### config.mk
export PLATFORM = sky130hd
export DESIGN_NAME = naive_bus_arb2
export DESIGN_NICKNAME = d
export VERILOG_FILES = /design/src/rtl/naive_arb_pkg.sv /design/src/rtl/naive_arb_pick.sv /design/src/rtl/naive_bus_arb2.sv
export SDC_FILE = /design/constraint.sdc
export NUM_CORES = 1
export LEC_CHECK = 0
export ABC_AREA = 0
export CAP_MARGIN = 30
export CORE_AREA = 2 2 121 123
export CTS_CLUSTER_SIZE = 12
export DETAILED_ROUTE_END_ITERATION = 10
export DIE_AREA = 0 0 123 125
export PLACE_DENSITY = 0.53
export REMOVE_ABC_BUFFERS = 1
export SLEW_MARGIN = 20
export SYNTH_ARGS = -nofsm -noshare
export SYNTH_HDL_FRONTEND = slang
export SYNTH_SLANG_ARGS = --single-unit
### constraint.sdc
create_clock -name clk -period 3.7 [get_ports clk]
set_input_delay 0.74 -clock clk [delete_from_list [all_inputs] [get_ports clk]]
set_output_delay 0.74 -clock clk [all_outputs]
set_load 0.005 [all_outputs]
### src/rtl/naive_arb_pkg.sv
// Shared types for the two-master naive_bus arbiter: master ids, arbiter FSM states and the
// hold-counter width helper.
package naive_arb_pkg;

    typedef enum logic [1:0] {
        ARB_NONE = 2'd0,
        ARB_M0   = 2'd1,
        ARB_M1   = 2'd2
    } arb_id_t;

    typedef enum logic [1:0] {
        IDLE = 2'd0,
        OWN0 = 2'd1,
        OWN1 = 2'd2
    } state_t;

    // Bits needed to count 0..hold_max consecutive beats.
    function automatic int unsigned hold_w(input int unsigned hold_max);
        return $clog2(hold_max + 1);
    endfunction

endpackage

### src/rtl/naive_arb_pick.sv
// Combinational owner selection for naive_bus_arb2.
// NAIVE_ARB2_FIXED_PRIO_EN selects strict m0 priority instead of bounded round-robin.
module naive_arb_pick
    import naive_arb_pkg::*;
#(
    parameter int unsigned HOLD_MAX = 4,
    parameter int unsigned HW       = hold_w(HOLD_MAX)
) (
    input  state_t          state,
    input  arb_id_t         rr_ptr,
    input  logic [HW-1:0]   hold_cnt,
    input  logic            req0,
    input  logic            req1,
    output arb_id_t         owner
);

`ifdef NAIVE_ARB2_FIXED_PRIO_EN
    always_comb begin
        owner = ARB_NONE;
        if (req0) begin
            owner = ARB_M0;
        end else if (req1) begin
            owner = ARB_M1;
        end
    end
`else
    logic below_max;

    assign below_max = hold_cnt < HW'(HOLD_MAX);

    always_comb begin
        owner = ARB_NONE;
        case (state)
            IDLE: begin
                if (rr_ptr == ARB_M1) begin
                    if (req1)      owner = ARB_M1;
                    else if (req0) owner = ARB_M0;
                end else begin
                    if (req0)      owner = ARB_M0;
                    else if (req1) owner = ARB_M1;
                end
            end
            OWN0: begin
                if (req0 && (below_max || !req1)) owner = ARB_M0;
                else if (req1)                    owner = ARB_M1;
            end
            OWN1: begin
                if (req1 && (below_max || !req0)) owner = ARB_M1;
                else if (req0)                    owner = ARB_M0;
            end
            default: owner = ARB_NONE;
        endcase
    end
`endif

endmodule

### src/rtl/naive_bus_arb2.sv
// Two-master to one-slave naive_bus arbiter with read-response routing.
// NAIVE_ARB2_FIXED_PRIO_EN: m0 strict priority, no round-robin pointer or hold counter.
module naive_bus_arb2
    import naive_arb_pkg::*;
#(
    parameter int unsigned HOLD_MAX = 4
) (
    input  logic        clk,
    input  logic        rst,
    input  logic        m0_rd_req,
    input  logic        m0_wr_req,
    input  logic [3:0]  m0_be,
    input  logic [31:0] m0_addr,
    input  logic [31:0] m0_wr_data,
    output logic        m0_rd_gnt,
    output logic        m0_wr_gnt,
    output logic [31:0] m0_rd_data,
    input  logic        m1_rd_req,
    input  logic        m1_wr_req,
    input  logic [3:0]  m1_be,
    input  logic [31:0] m1_addr,
    input  logic [31:0] m1_wr_data,
    output logic        m1_rd_gnt,
    output logic        m1_wr_gnt,
    output logic [31:0] m1_rd_data,
    output logic        s_rd_req,
    output logic        s_wr_req,
    output logic [3:0]  s_be,
    output logic [31:0] s_addr,
    output logic [31:0] s_wr_data,
    input  logic        s_rd_gnt,
    input  logic        s_wr_gnt,
    input  logic [31:0] s_rd_data
);

    localparam int unsigned HW = hold_w(HOLD_MAX);

    state_t        state_q, state_d;
    arb_id_t       rr_ptr_q;
    logic [HW-1:0] hold_cnt_q;
    arb_id_t       rd_sel_q, rd_sel_d;
    arb_id_t       owner;
    logic          req0, req1, acc;

    assign req0 = m0_rd_req | m0_wr_req;
    assign req1 = m1_rd_req | m1_wr_req;
    assign acc  = (owner != ARB_NONE) & (s_rd_gnt | s_wr_gnt);

    naive_arb_pick #(
        .HOLD_MAX (HOLD_MAX),
        .HW       (HW)
    ) u_pick (
        .state    (state_q),
        .rr_ptr   (rr_ptr_q),
        .hold_cnt (hold_cnt_q),
        .req0     (req0),
        .req1     (req1),
        .owner    (owner)
    );

    // State register
    always_ff @(posedge clk or posedge rst) begin
        if (rst) begin
            state_q  <= IDLE;
            rd_sel_q <= ARB_NONE;
        end else begin
            state_q  <= state_d;
            rd_sel_q <= rd_sel_d;
        end
    end

    // Next state: follow the owner whether or not the slave accepted this cycle.
    always_comb begin
        state_d = IDLE;
        if (owner == ARB_M0)      state_d = OWN0;
        else if (owner == ARB_M1) state_d = OWN1;
    end

`ifdef NAIVE_ARB2_FIXED_PRIO_EN
    assign rr_ptr_q   = ARB_M0;
    assign hold_cnt_q = '0;
`else
    arb_id_t       rr_ptr_d;
    logic [HW-1:0] hold_cnt_d;
    arb_id_t       state_owner;

    always_comb begin
        state_owner = ARB_NONE;
        if (state_q == OWN0)      state_owner = ARB_M0;
        else if (state_q == OWN1) state_owner = ARB_M1;
    end

    always_comb begin
        hold_cnt_d = hold_cnt_q;
        rr_ptr_d   = rr_ptr_q;
        if (owner == ARB_NONE) begin
            hold_cnt_d = '0;
        end else if (acc) begin
            if (owner != state_owner) begin
                hold_cnt_d = HW'(1);
            end else if (hold_cnt_q < HW'(HOLD_MAX)) begin
                hold_cnt_d = hold_cnt_q + HW'(1);
            end
            rr_ptr_d = (owner == ARB_M0) ? ARB_M1 : ARB_M0;
        end else if (owner != state_owner) begin
            // New owner that has not landed a beat yet has used none of its budget.
            hold_cnt_d = '0;
        end
    end

    always_ff @(posedge clk or posedge rst) begin
        if (rst) begin
            rr_ptr_q   <= ARB_M0;
            hold_cnt_q <= '0;
        end else begin
            rr_ptr_q   <= rr_ptr_d;
            hold_cnt_q <= hold_cnt_d;
        end
    end
`endif

    // Bus muxing and grant steering
    always_comb begin
        s_rd_req   = 1'b0;
        s_wr_req   = 1'b0;
        s_be       = '0;
        s_addr     = '0;
        s_wr_data  = '0;
        m0_rd_gnt  = 1'b0;
        m0_wr_gnt  = 1'b0;
        m1_rd_gnt  = 1'b0;
        m1_wr_gnt  = 1'b0;
        rd_sel_d   = ARB_NONE;
        case (owner)
            ARB_M0: begin
                s_rd_req  = m0_rd_req;
                s_wr_req  = m0_wr_req;
                s_be      = m0_be;
                s_addr    = m0_addr;
                s_wr_data = m0_wr_data;
                m0_rd_gnt = s_rd_gnt;
                m0_wr_gnt = s_wr_gnt;
                if (m0_rd_req && s_rd_gnt) rd_sel_d = ARB_M0;
            end
            ARB_M1: begin
                s_rd_req  = m1_rd_req;
                s_wr_req  = m1_wr_req;
                s_be      = m1_be;
                s_addr    = m1_addr;
                s_wr_data = m1_wr_data;
                m1_rd_gnt = s_rd_gnt;
                m1_wr_gnt = s_wr_gnt;
                if (m1_rd_req && s_rd_gnt) rd_sel_d = ARB_M1;
            end
            default: ;
        endcase
    end

    assign m0_rd_data = (rd_sel_q == ARB_M0) ? s_rd_data : '0;
    assign m1_rd_data = (rd_sel_q == ARB_M1) ? s_rd_data : '0;

endmodule

# Word level (Yosys, flattened, before mapping)
# Index checks and enable logic that the tools add are counted.
[word_totals]
regBits = 9
inputBits = 176
output_inout_bits = 138
word_cells = 66
[classes]
add_sub_neg = 1
order_cmp = 1
n_eq_ne = 8
n_mux = 32
n_bitwise = 5
reduce_logical = 15
[op_table]
columns = ["cell", "n"]
rows = [
  ["$pmux W32 S2", 2],
  ["$mux W32", 2],
  ["$mux W2", 12],
  ["$mux W3", 5],
  ["$eq A2 B2 Y1 const B", 4],
  ["$pmux W4 S2", 1],
  ["$eq A2 B1 Y1 const B", 3],
  ["$mux W1", 6],
  ["$pmux W2 S3", 1],
  ["$reduce_bool A3 Y1", 2],
  ["$logic_and A1 B1 Y1", 4],
  ["$logic_not A2 Y1", 2],
  ["$pmux W1 S2", 2],
  ["$pmux W2 S2", 1],
  ["$reduce_and A2 Y1", 2],
  ["$add A3 B1 Y3 const B", 1],
  ["$lt A3 B3 Y1 const B", 1],
  ["$or A1 B1 Y1", 3],
  ["$logic_not A1 Y1", 2],
  ["$logic_or A1 B1 Y1", 2],
  ["$ne A2 B2 Y1", 1],
  ["$reduce_bool A2 Y1", 1],
  ["$and A1 B1 Y1", 1],
  ["$not A1 Y1", 1],
]

# Depth between registers and ports, before layout
[depth]
word_depth = 10
ltp_mapped = 9
depth_no_buf = 7

# Cells and area by module
# From an unflattened synthesis, not the netlist that was laid out.
[unflattened]
cells_unflattened = 222
area_unflattened_um2 = 1721.7
[by_module_without_submodules]
columns = ["module", "instances", "cells_each", "area_per_inst_um2", "seq_area_each_um2"]
rows = [
  ["naive_bus_arb2", 1, 209, 1645.3, 226.5],
  ["naive_arb_pick", 1, 13, 76.3, 0.0],
]

# Worst setup path after synthesis
# OpenSTA, ideal clock, no wires.
[synth_path]
path_kind = "input to output"
from = "in m1_rd_req"
to = "out s_addr[0]"
arrival_time_ns = 2.334
required_time_ns = 2.960
setup_slack_ns = 0.626
cell_stages = 8
n_path_buf = 2
cell_sequence = "nor2_1 > nor3_1 > or3_1 > ha_1 > and2_1 > buf_2 > clkbuf_1 > a22o_1"
[synth_between]
elab_chain_cells = 8
elab_cells_between_ends = 15
classes_between = "eq/ne: 2; mux: 8; bitwise: 1; reduce/logical: 4"
[synth_lines]
columns = ["element", "line", "rtl"]
rows = [
  ["from (decl)", "naive_bus_arb2.sv:18", "input logic m1_rd_req,"],
  ["$or A1 B1 Y1 *", "naive_bus_arb2.sv:46", "assign req1 = m1_rd_req | m1_wr_req;"],
  ["$logic_not A1 Y1", "naive_arb_pick.sv:44", "if (req0 && (below_max || !req1)) owner = ARB_M0;"],
  ["$logic_or A1 B1 Y1", "naive_arb_pick.sv:44", ""],
  ["$logic_and A1 B1 Y1", "naive_arb_pick.sv:44", ""],
  ["$mux W2", "naive_arb_pick.sv:44", ""],
  ["$pmux W2 S3 *", "naive_arb_pick.sv:33", "case (state)"],
  ["$eq A2 B2 Y1 / $eq A2 B1 Y1 (equally long branches)", "naive_bus_arb2.sv:134", "case (owner)"],
  ["$pmux W32 S2 *", "naive_bus_arb2.sv:134", ""],
  ["to (decl)", "naive_bus_arb2.sv:29", "output logic [31:0] s_addr,"],
]
# Mark *: on every way between the ends. The rest lies on a longest branch, timed or not.

# Worst setup path after layout
[layout_path]
from = "in m1_wr_req"
to = "out s_addr[5]"
[layout_between]
elab_chain_cells = 8
elab_cells_between_ends = 15
classes_between = "eq/ne: 2; mux: 8; bitwise: 1; reduce/logical: 4"
[layout_lines]
columns = ["element", "line", "rtl"]
rows = [
  ["from (decl)", "naive_bus_arb2.sv:19", "input logic m1_wr_req,"],
  ["$or A1 B1 Y1 *", "naive_bus_arb2.sv:46", ""],
  ["$logic_not A1 Y1", "naive_arb_pick.sv:44", ""],
  ["$logic_or A1 B1 Y1", "naive_arb_pick.sv:44", ""],
  ["$logic_and A1 B1 Y1", "naive_arb_pick.sv:44", ""],
  ["$mux W2", "naive_arb_pick.sv:44", ""],
  ["$pmux W2 S3 *", "naive_arb_pick.sv:33", ""],
  ["$eq A2 B2 Y1 / $eq A2 B1 Y1 (equally long branches)", "naive_bus_arb2.sv:134", ""],
  ["$pmux W32 S2 *", "naive_bus_arb2.sv:134", ""],
]
# Marks and branches as above.

==> impl_metrics.env <==
export IMPL_critical_path_class="in2out"
export IMPL_p_comb_share_pct=87.4
export IMPL_setup_ws_ps=91.1
export IMPL_avgSynthCellArea_sq_um=7.73
export IMPL_globalplace_congestion=0.844
export IMPL_clock_latency_ps=240
export IMPL_max_slew_worst_pin_slew_ps=365
export IMPL_die_area_sq_mm=0.0154
export IMPL_crit_start="m1_wr_req"
export IMPL_crit_path_start_kind="input pin"
export IMPL_ant_nets=0
export IMPL_grtUsageTotal_pct=14.8
export IMPL_synth_top_area_share_pct=36.1
export IMPL_clock_root_buffer="clkbuf_16"
export IMPL_cts_sinks=9
export IMPL_cellLeakagePower_nw=2.44
export IMPL_num_rows=44
export IMPL_grt_overflow_total=0
export IMPL_maxCapViolations=0
export IMPL_synth_cell_types=31
export IMPL_period_needed_ps=3610
export IMPL_io_pins=314
export IMPL_status="complete, no violations"
export IMPL_ys_ff_latch=9
export IMPL_finalNetCount=733
export IMPL_p_seq_share_pct=5.9
export IMPL_routed_top_layer="met4"
export IMPL_cts_max_level=1
export IMPL_start_util_pct=12.0
export IMPL_slowest_delay_ps=400
export IMPL_pre_cts_slack_ps=-409
export IMPL_rsz0062_at_grt="no"
export IMPL_p_sw_mw=1.06
export IMPL_num_vias=3084
export IMPL_synthTopCellsByArea="a22o_1 36%, and2_1 26%, dfrtp_1 12%, clkbuf_1 4.4%, ha_1 3.7%"
export IMPL_yosys_warnings=0
export IMPL_slowest_stage="or3_4"
export IMPL_drcViolationCount=0
export IMPL_grt_pass1_wl_mm=17.6
export IMPL_whs_ps=500
export IMPL_p_sw_share_pct=36.9
export IMPL_first_global_vias=3084
export IMPL_cts_made_buffers=3
export IMPL_fp_dieH_um=125
export IMPL_hpwlAfterDp_mm=10.8
export IMPL_min_path_type="reg2reg"
export IMPL_area_growth_pct=222
export IMPL_fmax_mhz=277
export IMPL_design_area_sq_mm=0.00548
export IMPL_post_route_util_pct=38.6
export IMPL_synth_common_cells="70 x a22o_1, 70 x and2_1, 20 x clkbuf_1"
export IMPL_wl_met2_mm=6.73
export IMPL_vias_per_cell=4.20
export IMPL_p_int_mw=1.81
export IMPL_cts_buffer_depth=2
export IMPL_worst_ir_drop_vdd_uv=323
export IMPL_antenna_found_initial=0
export IMPL_dieWidth_um=123
export IMPL_routed_wl_mm=12.6
export IMPL_slew_headroom_pct=75.6
export IMPL_ff2ff_path_depth=9
export IMPL_first_pass_iters=4
export IMPL_ys_flop_type="dfrtp_1"
export IMPL_crit_required_ps=2960
export IMPL_reg2reg_from="rr_ptr_q[0]"
export IMPL_wl_met3_mm=1.43
export IMPL_portBuffers=313
export IMPL_reg2reg_slack_ps=1410
export IMPL_cp_end_kind="output port"
export IMPL_grt_max_degree=33
export IMPL_endpoint="s_addr[5]"
export IMPL_avgRoutedWirePerCell_um=17.1
export IMPL_m1WireLength_mm=4.31
export IMPL_layout_drive_gt1_share_pct=12.5
export IMPL_dr_first_iter_drc_count=74
export IMPL_worstPathArrival_ps=2870
export IMPL_synth_seq_area_share_pct=13.3
export IMPL_core_sq_mm=0.0142
export IMPL_hold_depth=1
export IMPL_power_density_mw_per_mm2=523
export IMPL_cp_max_fo=10
export IMPL_async_flop_share_pct=100
export IMPL_finalClockSkew_ps=4.95
export IMPL_syn_cell_area_sq_mm=0.00170
export IMPL_synth_largest_area_cell="a22o_1"
export IMPL_cts_tree="built"
export IMPL_synth_edf_count=0
export IMPL_fin_crit_sh_pct=97.5
export IMPL_report_final_slew_viol_count=0
export IMPL_regToRegEndpoint="rd_sel_q[0]"
export IMPL_setup_viol_count_final=0
export IMPL_synthCells=220
export IMPL_p_clk_share_pct=6.7
export IMPL_hold_viol_final=0
export IMPL_dpl_instance_area_sq_mm=0.00517
export IMPL_clk_pin_slew_ps=40
export IMPL_diodes=0
export IMPL_cp_cell_sequence="dlygate4sd2_1 -> nor2_2 -> nor3_1 -> or3_4 -> ha_4 -> and2_4 -> buf_12 -> bufbuf_16 -> a22o_1 -> clkdlybuf4s15_1"
-- stage by stage --
stage                     total power [mW]  std cells  TNS [ps]
final                                 2.87        735         0
after global routing                  3.04        735         0
after CTS                             2.77        728      -133
after detailed placement              2.58        713    -25760
after global placement                2.57        713    -24650
after floorplan                       1.02        198    -16660
-- cell type report --
cell class	instances	area, sq um
clock buffers	3	75.1
inverters	5	18.8
flip-flops and latches	9	226
repair buffers	349	3510
fillers	1446	8730
clock inverters	1	5.00
well taps	184	230
multi-input cells	184	1410
-- flip-flops by register name, summed over array words and instances (netlist names) --
signal,flops
rd_sel_q,2
hold_cnt_q,3
rr_ptr_q,2
state_q,2
-- metal layers --
metal	vias up	global-route usage [%]
li1	1485	-
met2	194	30.2
met3	9	4.88
met4	0	1.80
met1	1396	14.5
met5	-	0
-- power groups by stage --
| stage | logic, mW | clock network [mW] | registers, mW |
|---|---|---|---|
| final | 2.51 | 0.192 | 0.170 |
| after global routing | 2.67 | 0.203 | 0.174 |
| after CTS | 2.41 | 0.195 | 0.166 |
| after detailed placement | 2.42 | 0 | 0.166 |
| after global placement | 2.41 | 0 | 0.164 |
| after floorplan | 0.864 | 0 | 0.158 |
-- layout by cell type (no fill, tap or decap), types with 2 or more instances in the layout --
cell	Yosys	routed
a211oi_2	0	2
a22o_1	70	70
and2_1	70	68
and2_4	0	2
and3_1	2	2
buf_12	0	8
buf_16	0	2
buf_2	2	10
buf_4	0	21
buf_6	0	2
bufbuf_16	0	2
clkbuf_16	0	4
clkbuf_2	0	2
clkdlybuf4s15_1	0	15
clkdlybuf4s15_2	0	2
clkdlybuf4s50_1	0	239
dfrtp_1	8	8
dlygate4sd2_1	0	43
dlymetal6s2s_1	0	2
ha_1	5	3
inv_1	4	4
nand3_1	2	2
nor2_1	6	5
nor2b_1	3	2
nor3_1	3	3
o211ai_1	2	2
o21ai_0	3	3
or2_2	2	2
-- cells by family after synthesis --
logic type	after synthesis	share of synthesized area (%)
AO/OA/AOI/OAI	85	42.8
adder cells (fa/ha/maj)	5	3.68
buffers and inverters	27	6.11
flip-flops	9	13.3
multiplexers	2	1.25
AND/OR/NAND/NOR	92	32.8
-- worst min path at each step --
stage / start / endpoint / slack [ps]
after floorplan: rr_ptr_q[1] / rr_ptr_q[1] / 470
after global placement: rr_ptr_q[1] / rr_ptr_q[1] / 480
after detailed placement: rr_ptr_q[1] / rr_ptr_q[1] / 490
after CTS: rr_ptr_q[1] / rr_ptr_q[1] / 500
after global routing: rr_ptr_q[1] / rr_ptr_q[1] / 510
final: rr_ptr_q[1] / rr_ptr_q[1] / 500
-- critical path, delay by kind of cell --
kind | cells | cell delay (ps)
AOI/OAI and AO/OA | 1 | 220
adders and majority gates | 1 | 230
buffers and inverters | 4 | 860
and+or+nand+nor | 4 | 820
-- what timing repair did --
item,CTS,global route
hold buffers,0,0
pin swaps,3,5
gates resized for setup,132,11
setup buffers,7,7
gates cloned,4,1
endpoints found under the setup margin,70,24
No activity file was read; power rests on OpenSTA's default activity.
